### config.mk
export PLATFORM = sky130hd
export DESIGN_NAME = div32_seq_flat
export DESIGN_NICKNAME = d
export VERILOG_FILES = /design/src/rtl/div_pkg.sv /design/src/rtl/div32_seq_if.sv /design/src/rtl/div32_step.sv /design/src/rtl/div32_seq.sv /design/src/flat_wrapper.sv
export SDC_FILE = /design/constraint.sdc
export NUM_CORES = 1
export LEC_CHECK = 0
export CORE_ASPECT_RATIO = 0.5
export CORE_MARGIN = 2
export CORE_UTILIZATION = 61
export DETAILED_ROUTE_END_ITERATION = 6
export PLACE_DENSITY_LB_ADDON = 0.15
export SYNTH_ARGS = -nofsm -noshare
export SYNTH_HDL_FRONTEND = slang
export SYNTH_SLANG_ARGS = --single-unit
### constraint.sdc
create_clock -name clk -period 5.28 [get_ports clk]
set_input_delay 1.056 -clock clk [delete_from_list [all_inputs] [get_ports clk]]
set_output_delay 1.056 -clock clk [all_outputs]
set_load 0.02 [all_outputs]
### src/rtl/div_pkg.sv
// Shared constants, state type and helpers for the sequential 32-bit divider.
package div_pkg;

    localparam int unsigned W        = 32;
    localparam int unsigned DIV_ITER = 32;
    localparam int unsigned CNT_W    = $clog2(DIV_ITER);

    typedef enum logic [1:0] {
        ST_IDLE,
        ST_RUN,
        ST_FIX
    } state_t;

    // Magnitude of x when treated as signed; 32'h80000000 maps to 2^31 unsigned.
    function automatic logic [W-1:0] mag(input logic [W-1:0] x, input logic sgn);
        return (sgn && x[W-1]) ? (~x + 1'b1) : x;
    endfunction

endpackage

### src/rtl/div32_seq_if.sv
// Request/result bundle between the execute stage and the divider.
interface div32_seq_if;
    import div_pkg::*;

    logic         start;
    logic         sign;
    logic [W-1:0] dividend;
    logic [W-1:0] divisor;
    logic         busy;
    logic         done;
    logic [W-1:0] quotient;
    logic [W-1:0] remainder;
    logic         div_zero;

    modport master (
        output start, sign, dividend, divisor,
        input  busy, done, quotient, remainder, div_zero
    );

    modport slave (
        input  start, sign, dividend, divisor,
        output busy, done, quotient, remainder, div_zero
    );

endinterface

### src/rtl/div32_step.sv
// One restoring-division iteration: 33-bit trial subtract, shift quotient bit in.
module div32_step
    import div_pkg::*;
(
    input  logic [W:0]   r,
    input  logic [W-1:0] q,
    input  logic [W-1:0] dvs,
    output logic [W:0]   r_next,
    output logic [W-1:0] q_next
);

    logic [W:0] shifted;
    logic [W:0] trial;
    logic       fits;

    always_comb begin
        shifted = {r[W-1:0], q[W-1]};
        trial   = shifted - {1'b0, dvs};
        // A set top bit means the shifted remainder already exceeds any divisor.
        fits    = r[W] | ~trial[W];
        if (fits) begin
            r_next = trial;
            q_next = {q[W-2:0], 1'b1};
        end else begin
            r_next = shifted;
            q_next = {q[W-2:0], 1'b0};
        end
    end

endmodule

### src/rtl/div32_seq.sv
// Sequential 32-bit DIV/DIVU unit: 32 restoring iterations plus a sign-fixup cycle.
module div32_seq
    import div_pkg::*;
(
    input  logic        clk,
    input  logic        rst,
    div32_seq_if.slave  bus
);

    state_t             state, state_n;
    logic [CNT_W-1:0]   count, count_n;
    logic [W:0]         r, r_n;
    logic [W-1:0]       q, q_n;
    logic [W-1:0]       dvs, dvs_n;
    logic               neg_q, neg_q_n;
    logic               neg_r, neg_r_n;
    logic               dz, dz_n;
    logic [W-1:0]       quot, quot_n;
    logic [W-1:0]       rem, rem_n;
    logic               div_zero, div_zero_n;
    logic               done, done_n;
    logic [W:0]         step_r;
    logic [W-1:0]       step_q;

    div32_step u_step (
        .r      (r),
        .q      (q),
        .dvs    (dvs),
        .r_next (step_r),
        .q_next (step_q)
    );

    always_ff @(posedge clk) begin
        if (rst) begin
            state    <= ST_IDLE;
            count    <= '0;
            r        <= '0;
            q        <= '0;
            dvs      <= '0;
            neg_q    <= 1'b0;
            neg_r    <= 1'b0;
            dz       <= 1'b0;
            quot     <= '0;
            rem      <= '0;
            div_zero <= 1'b0;
            done     <= 1'b0;
        end else begin
            state    <= state_n;
            count    <= count_n;
            r        <= r_n;
            q        <= q_n;
            dvs      <= dvs_n;
            neg_q    <= neg_q_n;
            neg_r    <= neg_r_n;
            dz       <= dz_n;
            quot     <= quot_n;
            rem      <= rem_n;
            div_zero <= div_zero_n;
            done     <= done_n;
        end
    end

    always_comb begin
        state_n    = state;
        count_n    = count;
        r_n        = r;
        q_n        = q;
        dvs_n      = dvs;
        neg_q_n    = neg_q;
        neg_r_n    = neg_r;
        dz_n       = dz;
        quot_n     = quot;
        rem_n      = rem;
        div_zero_n = div_zero;
        done_n     = 1'b0;

        case (state)
            ST_IDLE: begin
                if (bus.start) begin
                    neg_q_n = bus.sign & (bus.dividend[W-1] ^ bus.divisor[W-1]);
                    neg_r_n = bus.sign & bus.dividend[W-1];
                    // Divide-by-zero skips RUN; q carries the raw dividend into FIX.
                    if (bus.divisor == '0) begin
                        dz_n    = 1'b1;
                        q_n     = bus.dividend;
                        state_n = ST_FIX;
                    end else begin
                        dz_n    = 1'b0;
                        r_n     = '0;
                        q_n     = mag(bus.dividend, bus.sign);
                        dvs_n   = mag(bus.divisor, bus.sign);
                        count_n = '0;
                        state_n = ST_RUN;
                    end
                end
            end
            ST_RUN: begin
                r_n     = step_r;
                q_n     = step_q;
                count_n = count + 1'b1;
                if (count == CNT_W'(DIV_ITER - 1))
                    state_n = ST_FIX;
            end
            ST_FIX: begin
                if (dz) begin
                    quot_n     = '1;
                    rem_n      = q;
                    div_zero_n = 1'b1;
                end else begin
                    quot_n     = neg_q ? (~q + 1'b1) : q;
                    rem_n      = neg_r ? (~r[W-1:0] + 1'b1) : r[W-1:0];
                    div_zero_n = 1'b0;
                end
                done_n  = 1'b1;
                state_n = ST_IDLE;
            end
            default: state_n = ST_IDLE;
        endcase
    end

    assign bus.busy      = (state != ST_IDLE);
    assign bus.done      = done;
    assign bus.quotient  = quot;
    assign bus.remainder = rem;
    assign bus.div_zero  = div_zero;

endmodule

### src/flat_wrapper.sv
// flat-port wrapper written by rule: the top's interface ports become plain ports
module div32_seq_flat import div_pkg::*;
  (clk, rst, bus_start, bus_sign, bus_dividend, bus_divisor, bus_busy, bus_done, bus_quotient, bus_remainder, bus_div_zero);
  div32_seq_if bus_i ();
  input  logic clk;
  input  logic rst;
  input wire logic [$bits(bus_i.start)-1:0] bus_start;
  input wire logic [$bits(bus_i.sign)-1:0] bus_sign;
  input wire logic [$bits(bus_i.dividend)-1:0] bus_dividend;
  input wire logic [$bits(bus_i.divisor)-1:0] bus_divisor;
  output wire logic [$bits(bus_i.busy)-1:0] bus_busy;
  output wire logic [$bits(bus_i.done)-1:0] bus_done;
  output wire logic [$bits(bus_i.quotient)-1:0] bus_quotient;
  output wire logic [$bits(bus_i.remainder)-1:0] bus_remainder;
  output wire logic [$bits(bus_i.div_zero)-1:0] bus_div_zero;
  assign bus_i.start = bus_start;
  assign bus_i.sign = bus_sign;
  assign bus_i.dividend = bus_dividend;
  assign bus_i.divisor = bus_divisor;
  assign bus_busy = bus_i.busy;
  assign bus_done = bus_i.done;
  assign bus_quotient = bus_i.quotient;
  assign bus_remainder = bus_i.remainder;
  assign bus_div_zero = bus_i.div_zero;
  div32_seq u_core (.clk(clk), .rst(rst), .bus(bus_i));
endmodule
* Word level (Yosys, flattened, before mapping) *
Cells that the tools add are included.

storage, ports and cells
  register bits after elaboration = 173
  output and inout port bits = 67

cells by class
  add/subtract/negate cells = 6
  equality and inequality tests = 6
  multiplexer cells = 24
  bitwise logic cells = 10
  reduce and logical (&&, ||, !) cells = 11

operators with widths
  operator                                                         number
  32-bit 2-to-1 mux                                                8
  32-bit by 1-bit adder with 32-bit output, second input constant  4
  32-bit inverter                                                  4
  33-bit 2-to-1 mux                                                3
  33-bit case mux with 2 select lines                              1
  32-bit case mux with 2 select lines                              1
  33-bit by 32-bit subtractor with 33-bit output                   1
  32-bit logical NOT                                               1
  5-bit 2-to-1 mux                                                 2
  5-bit case mux with 2 select lines                               1
  2-bit 2-to-1 mux                                                 3
  2-bit AND reduction                                              3
  3-bit AND reduction                                              2
  5-bit by 1-bit adder with 5-bit output, second input constant    1
  5-bit == test, second input constant                             1
  1-bit 2-to-1 mux                                                 4
  2-bit != test, second input constant                             2
  2-bit case mux with 2 select lines                               1
  2-bit nonzero test                                               2
  1-bit AND                                                        2
  2-bit by 1-bit == test with 1-bit output, second input constant  1
  2-bit == test, second input constant                             1
  1-bit logical AND                                                2
  2-bit logical NOT                                                1
  other kinds (4)                                                  5

* Depth between registers and ports, before layout *
  word-level depth = 6
  depth in mapped cells = 13

* Modules after synthesis *
From an unflattened synthesis, not the netlist that was laid out.

unflattened totals
  cell total of the unflattened synthesis = 1465
  area total of the unflattened synthesis = 11671.2 µm²

by module, submodules not included
  module      times used  cells an instance  area each (µm²)  seq. area each (µm²)
  div32_seq   1           1121               9044.9           3463.3
  div32_step  1           344                2626.3           0.0

* Least setup slack after synthesis *
Ideal clock, no wire load.

  path type = input-to-reg
  from = input port bus_divisor[19]
  to = register u_core.q[23]
  setup time = 0.134 ns
  data arrival time = 3.436 ns
  setup slack = 1.711 ns
  stages = 11
  cells stage by stage = or4_1 or3_1 nor4b_2 nand2_1 nor4_4 or2_1 buf_2 buf_2 nor2_1 xnor2_1 o22ai_1

on the way
  cells in the longest elaborated chain, start to end = 4

RTL lines
  what                                 line                source
  start, declared                      flat_wrapper.sv:10  input wire logic [$bits(bus_i.divisor)-1:0] bus_divisor;
  32-bit logical NOT                   div32_seq.sv:83     if (bus.divisor == '0) begin
  32-bit 2-to-1 mux                    div32_seq.sv:83
  32-bit 2-to-1 mux                    div32_seq.sv:79     if (bus.start) begin
  32-bit case mux with 2 select lines  div32_seq.sv:77     case (state)
  end signal, assigned                 div32_seq.sv:51     q <= q_n;
  end, declared                        div32_seq.sv:13     logic [W-1:0] q, q_n;

Every way passes these cells. The select of a mux whose other input is x is not followed.
A chain may end at the register's enable or synchronous reset.

* Worst setup path in the final report *
Same ends and word-level chain as after synthesis.

==> flow_metrics.py <==
metrics = {
    "timing": {
        "setup_tns_ns": 0,
        "setup_violations": 0,
        "final_period_minus_worst_setup_slack_ns": 4.20,
        "final_min_period_over_clock_period": 0.795,
        "finalHoldViolCount": 0,
        "slew_violations": 0,
        "hold_slack_ns": 0.459,
        "slew_of_the_pin_with_the_lowest_slew_margin_ns": 1.25,
        "timing.clock.skew_ns": 0.0117,
        "setup_ws_ns": 1.08,
        "max_clock_freq_ghz": 0.238,
        "rsz_0062_raised_after_global_routing": "false",
        "slew_headroom": 0.169,
    },
    "global_route": {
        "grt_overflow_total": 0,
        "via_count_of_the_first_global_routing_pass": 10100,
        "grt_max_degree": 85,
        "track_usage": 0.336,
        "grt_antenna_before_repair": 1,
        "grt_first_pass_wirelength_um": 51300,
    },
    "clock_tree": {
        "ctsRootBufferMaster": "clkbuf_16",
        "cts_setup_buffers": 0,
        "max-clock-path-buffers": 2,
        "postCtsResizedCells": 0,
        "clock_latency_ns": 0.43,
        "htree_levels": 4,
        "postCtsHoldBufs": 0,
        "clock_sinks": 173,
        "cts_buffers": 17,
        "path_clk_slew_ns": 0.07,
        "tritoncts": "yes",
    },
    "layout": {
        "layout-area-overhead-vs-synth_pct": 18.3,
        "layout_common_cells": "dfxtp_1, nand2_1, clkdlybuf4s50_1",
        "filler_cell_count": 1415,
        "final_layout_size_suffix_gt1_frac": 0.0442,
        "insertedDiodeCount": 0,
        "nets": 1588,
        "most_common_library_cell_in_the_layout_ignoring_fill_and_taps": "dfxtp_1",
        "final_cell_area_um2": 12800,
    },
    "die": {
        "design.core.area_um2": 17400,
        "die-width_um": 193,
        "initial_core_util": 0.624,
        "std_cell_rows": 34,
        "die_outline_area_um2": 18900,
        "y_dimension_of_the_die_um": 98.3,
        "io_pins": 135,
    },
    "synth": {
        "synthesis.nets": 1522,
        "share_of_flip_flops_with_an_asynchronous_set_or_reset_after_synthesis": 0,
        "unique_cell_type_count_in_the_yosys_netlist": 65,
        "synth-edff-count": 0,
        "mappedNetlistArea_um2": 10900,
        "yosys_register_bits": 173,
        "synthCells": 1415,
        "synth_seq_area_share": 0.319,
        "synth_warnings": 0,
        "synth_flop_cell": "dfxtp_1",
        "postSynthAreaPerCell_um2": 7.67,
    },
    "critical_path": {
        "arrival_ns": 4.45,
        "path_class": "in2reg",
        "critical_path.startpoint_type": "input pin",
        "path_cells": "clkdlybuf4s50_1, or4_1, or3_1, nor4b_2, nand2_1, nor4_4, or2_1, nor2_1, xnor2_1, o22ai_1",
        "worstSetupEndpointType": "flop",
        "critPathMaxStageDelay_ns": 0.62,
        "cp.required_ns": 5.53,
        "reg2reg_from": "u_core.q[31]",
        "critical_path_slowest_stage_cell": "or2_1",
        "critical_path.startpoint": "bus_divisor[19]",
        "worstPathMaxFanout": 18,
    },
    "detailed_routing": {
        "drt_pre_antenna_iters": 6,
        "detail_route.wl_per_cell_um": 18.3,
        "wirelength_um": 31600,
        "drt-initial-drc-count": 1269,
        "drc": 0,
        "avgViaCountPerCell": 6.28,
        "final_antenna_net_count": 0,
        "routed-via-count": 10900,
    },
    "power": {
        "power.density_nw_per_um2": 263,
        "cellLeakagePower_nw": 4.74,
        "ir_worst_vdd_mv": 0.228,
        "power.total_mw": 3.38,
    },
    "hold_path": {
        "worst_hold_check_path_type": "reg2reg",
        "worstHoldStart": "u_core.bus.remainder[4]",
    },
    "placement": {
        "place_ws_ns": 0.691,
        "postPlaceCellArea_um2": 12200,
        "global_placer_s_final_weighted_congestion": 0.890,
        "dp_hpwl_um": 22800,
        "io_buffer_count": 134,
    },
    "status": {
        "outcome": "completed",
    },
    "job": {
        "drv.max_cap_violation_count": 0,
    },
}
-- power by group --
part           internal [mW]  leakage, nW  total [mW]  switching, mW
clock network          0.757        0.296        1.32          0.568
logic                  0.255         3.04       0.628          0.373
registers               1.35         1.41        1.42         0.0718
total                   2.36         4.74        3.38           1.01
-- routing by layer --
layer / GRT usage / routed length [µm]
met3: 0.0658 / 3160
met4: 0.0875 / 485
met5: 0 / 11
met1: 0.487 / 14200
met2: 0.512 / 13800
-- logic make-up after synthesis --
logic type / share of synthesized area
AND/OR/NAND/NOR: 0.206
adder cells (fa/ha/maj): 0.0456
buffers and inverters: 0.0522
AO/OA/AOI/OAI: 0.248
XOR/XNOR: 0.120
multiplexers: 0.00853
flip-flops: 0.319
-- layout make-up --
class	count	area, µm²	share of cell area
multi-input combinational	1093	6860	0.534
tap	234	293	0.0228
timing repair buffer	145	1420	0.111
sequential	173	3460	0.270
clock buffer	18	429	0.0334
inverter	51	191	0.0149
clock inverter	14	184	0.0143
-- cell usage after synthesis, types with 6 or more instances --
library cell  number  area, µm²
o21ai_0           91        455
nand2_1          166        623
xor2_1            89        780
a211oi_1          57        428
a22oi_1           32        240
a32oi_1            9       78.8
mux2i_1            7       70.1
buf_1              7       26.3
a31oi_1            6       37.5
nand3_1           70        350
inv_1             51        191
o31ai_1           25        188
or3_1              8       50.1
a21oi_1           87        435
xnor2_1           60        526
ha_1              38        475
buf_2              6       30.0
nor2b_1           10       62.6
o41ai_1           18        158
nand4_1            8       50.1
o211ai_1           6       45.0
clkbuf_1          85        319
nor2_1           129        484
nor4_1             9       56.3
a21o_1            10       75.1
o22ai_1           37        231
nor3_1            24        120
dfxtp_1          173       3460
or4_1             18        135
and2_1             7       43.8
nand2b_1          15       93.8
-- critical path: cells and delay by family --
family	cells	cell delay [ns]
compound gates	1	0.10
xor+xnor	1	0.20
buf+inv	1	0.47
simple gates	7	2.61
-- state kept, by name, indices dropped and copies added (netlist names) --
| register | flops |
|---|---|
| u_core.bus.div_zero | 1 |
| u_core.bus.done | 1 |
| u_core.bus.quotient | 32 |
| u_core.bus.remainder | 32 |
| u_core.count | 5 |
| u_core.dvs | 32 |
| u_core.dz | 1 |
| u_core.neg_q | 1 |
| u_core.neg_r | 1 |
| u_core.q | 32 |
| u_core.r | 33 |
| u_core.state | 2 |
-- per-stage QoR --
step / std cells / util
6_report: 1728 / 0.738
5_1_grt: 1728 / 0.738
4_1_cts: 1728 / 0.738
3_5_place_dp: 1696 / 0.703
3_3_place_gp: 1696 / 0.703
2_1_floorplan: 1415 / -
-- path summary, 6_finish.rpt --
kind	cells after the start	slack, ns	endpoint
worst max register to register	13	1.24	u_core.r[0]
worst min-delay path	2	0.46	u_core.bus.remainder[4]
worst max-delay path	10	1.08	u_core.q[23]
worst min register to register	2	0.46	u_core.bus.remainder[4]
No activity file was read; power rests on OpenSTA's default activity.
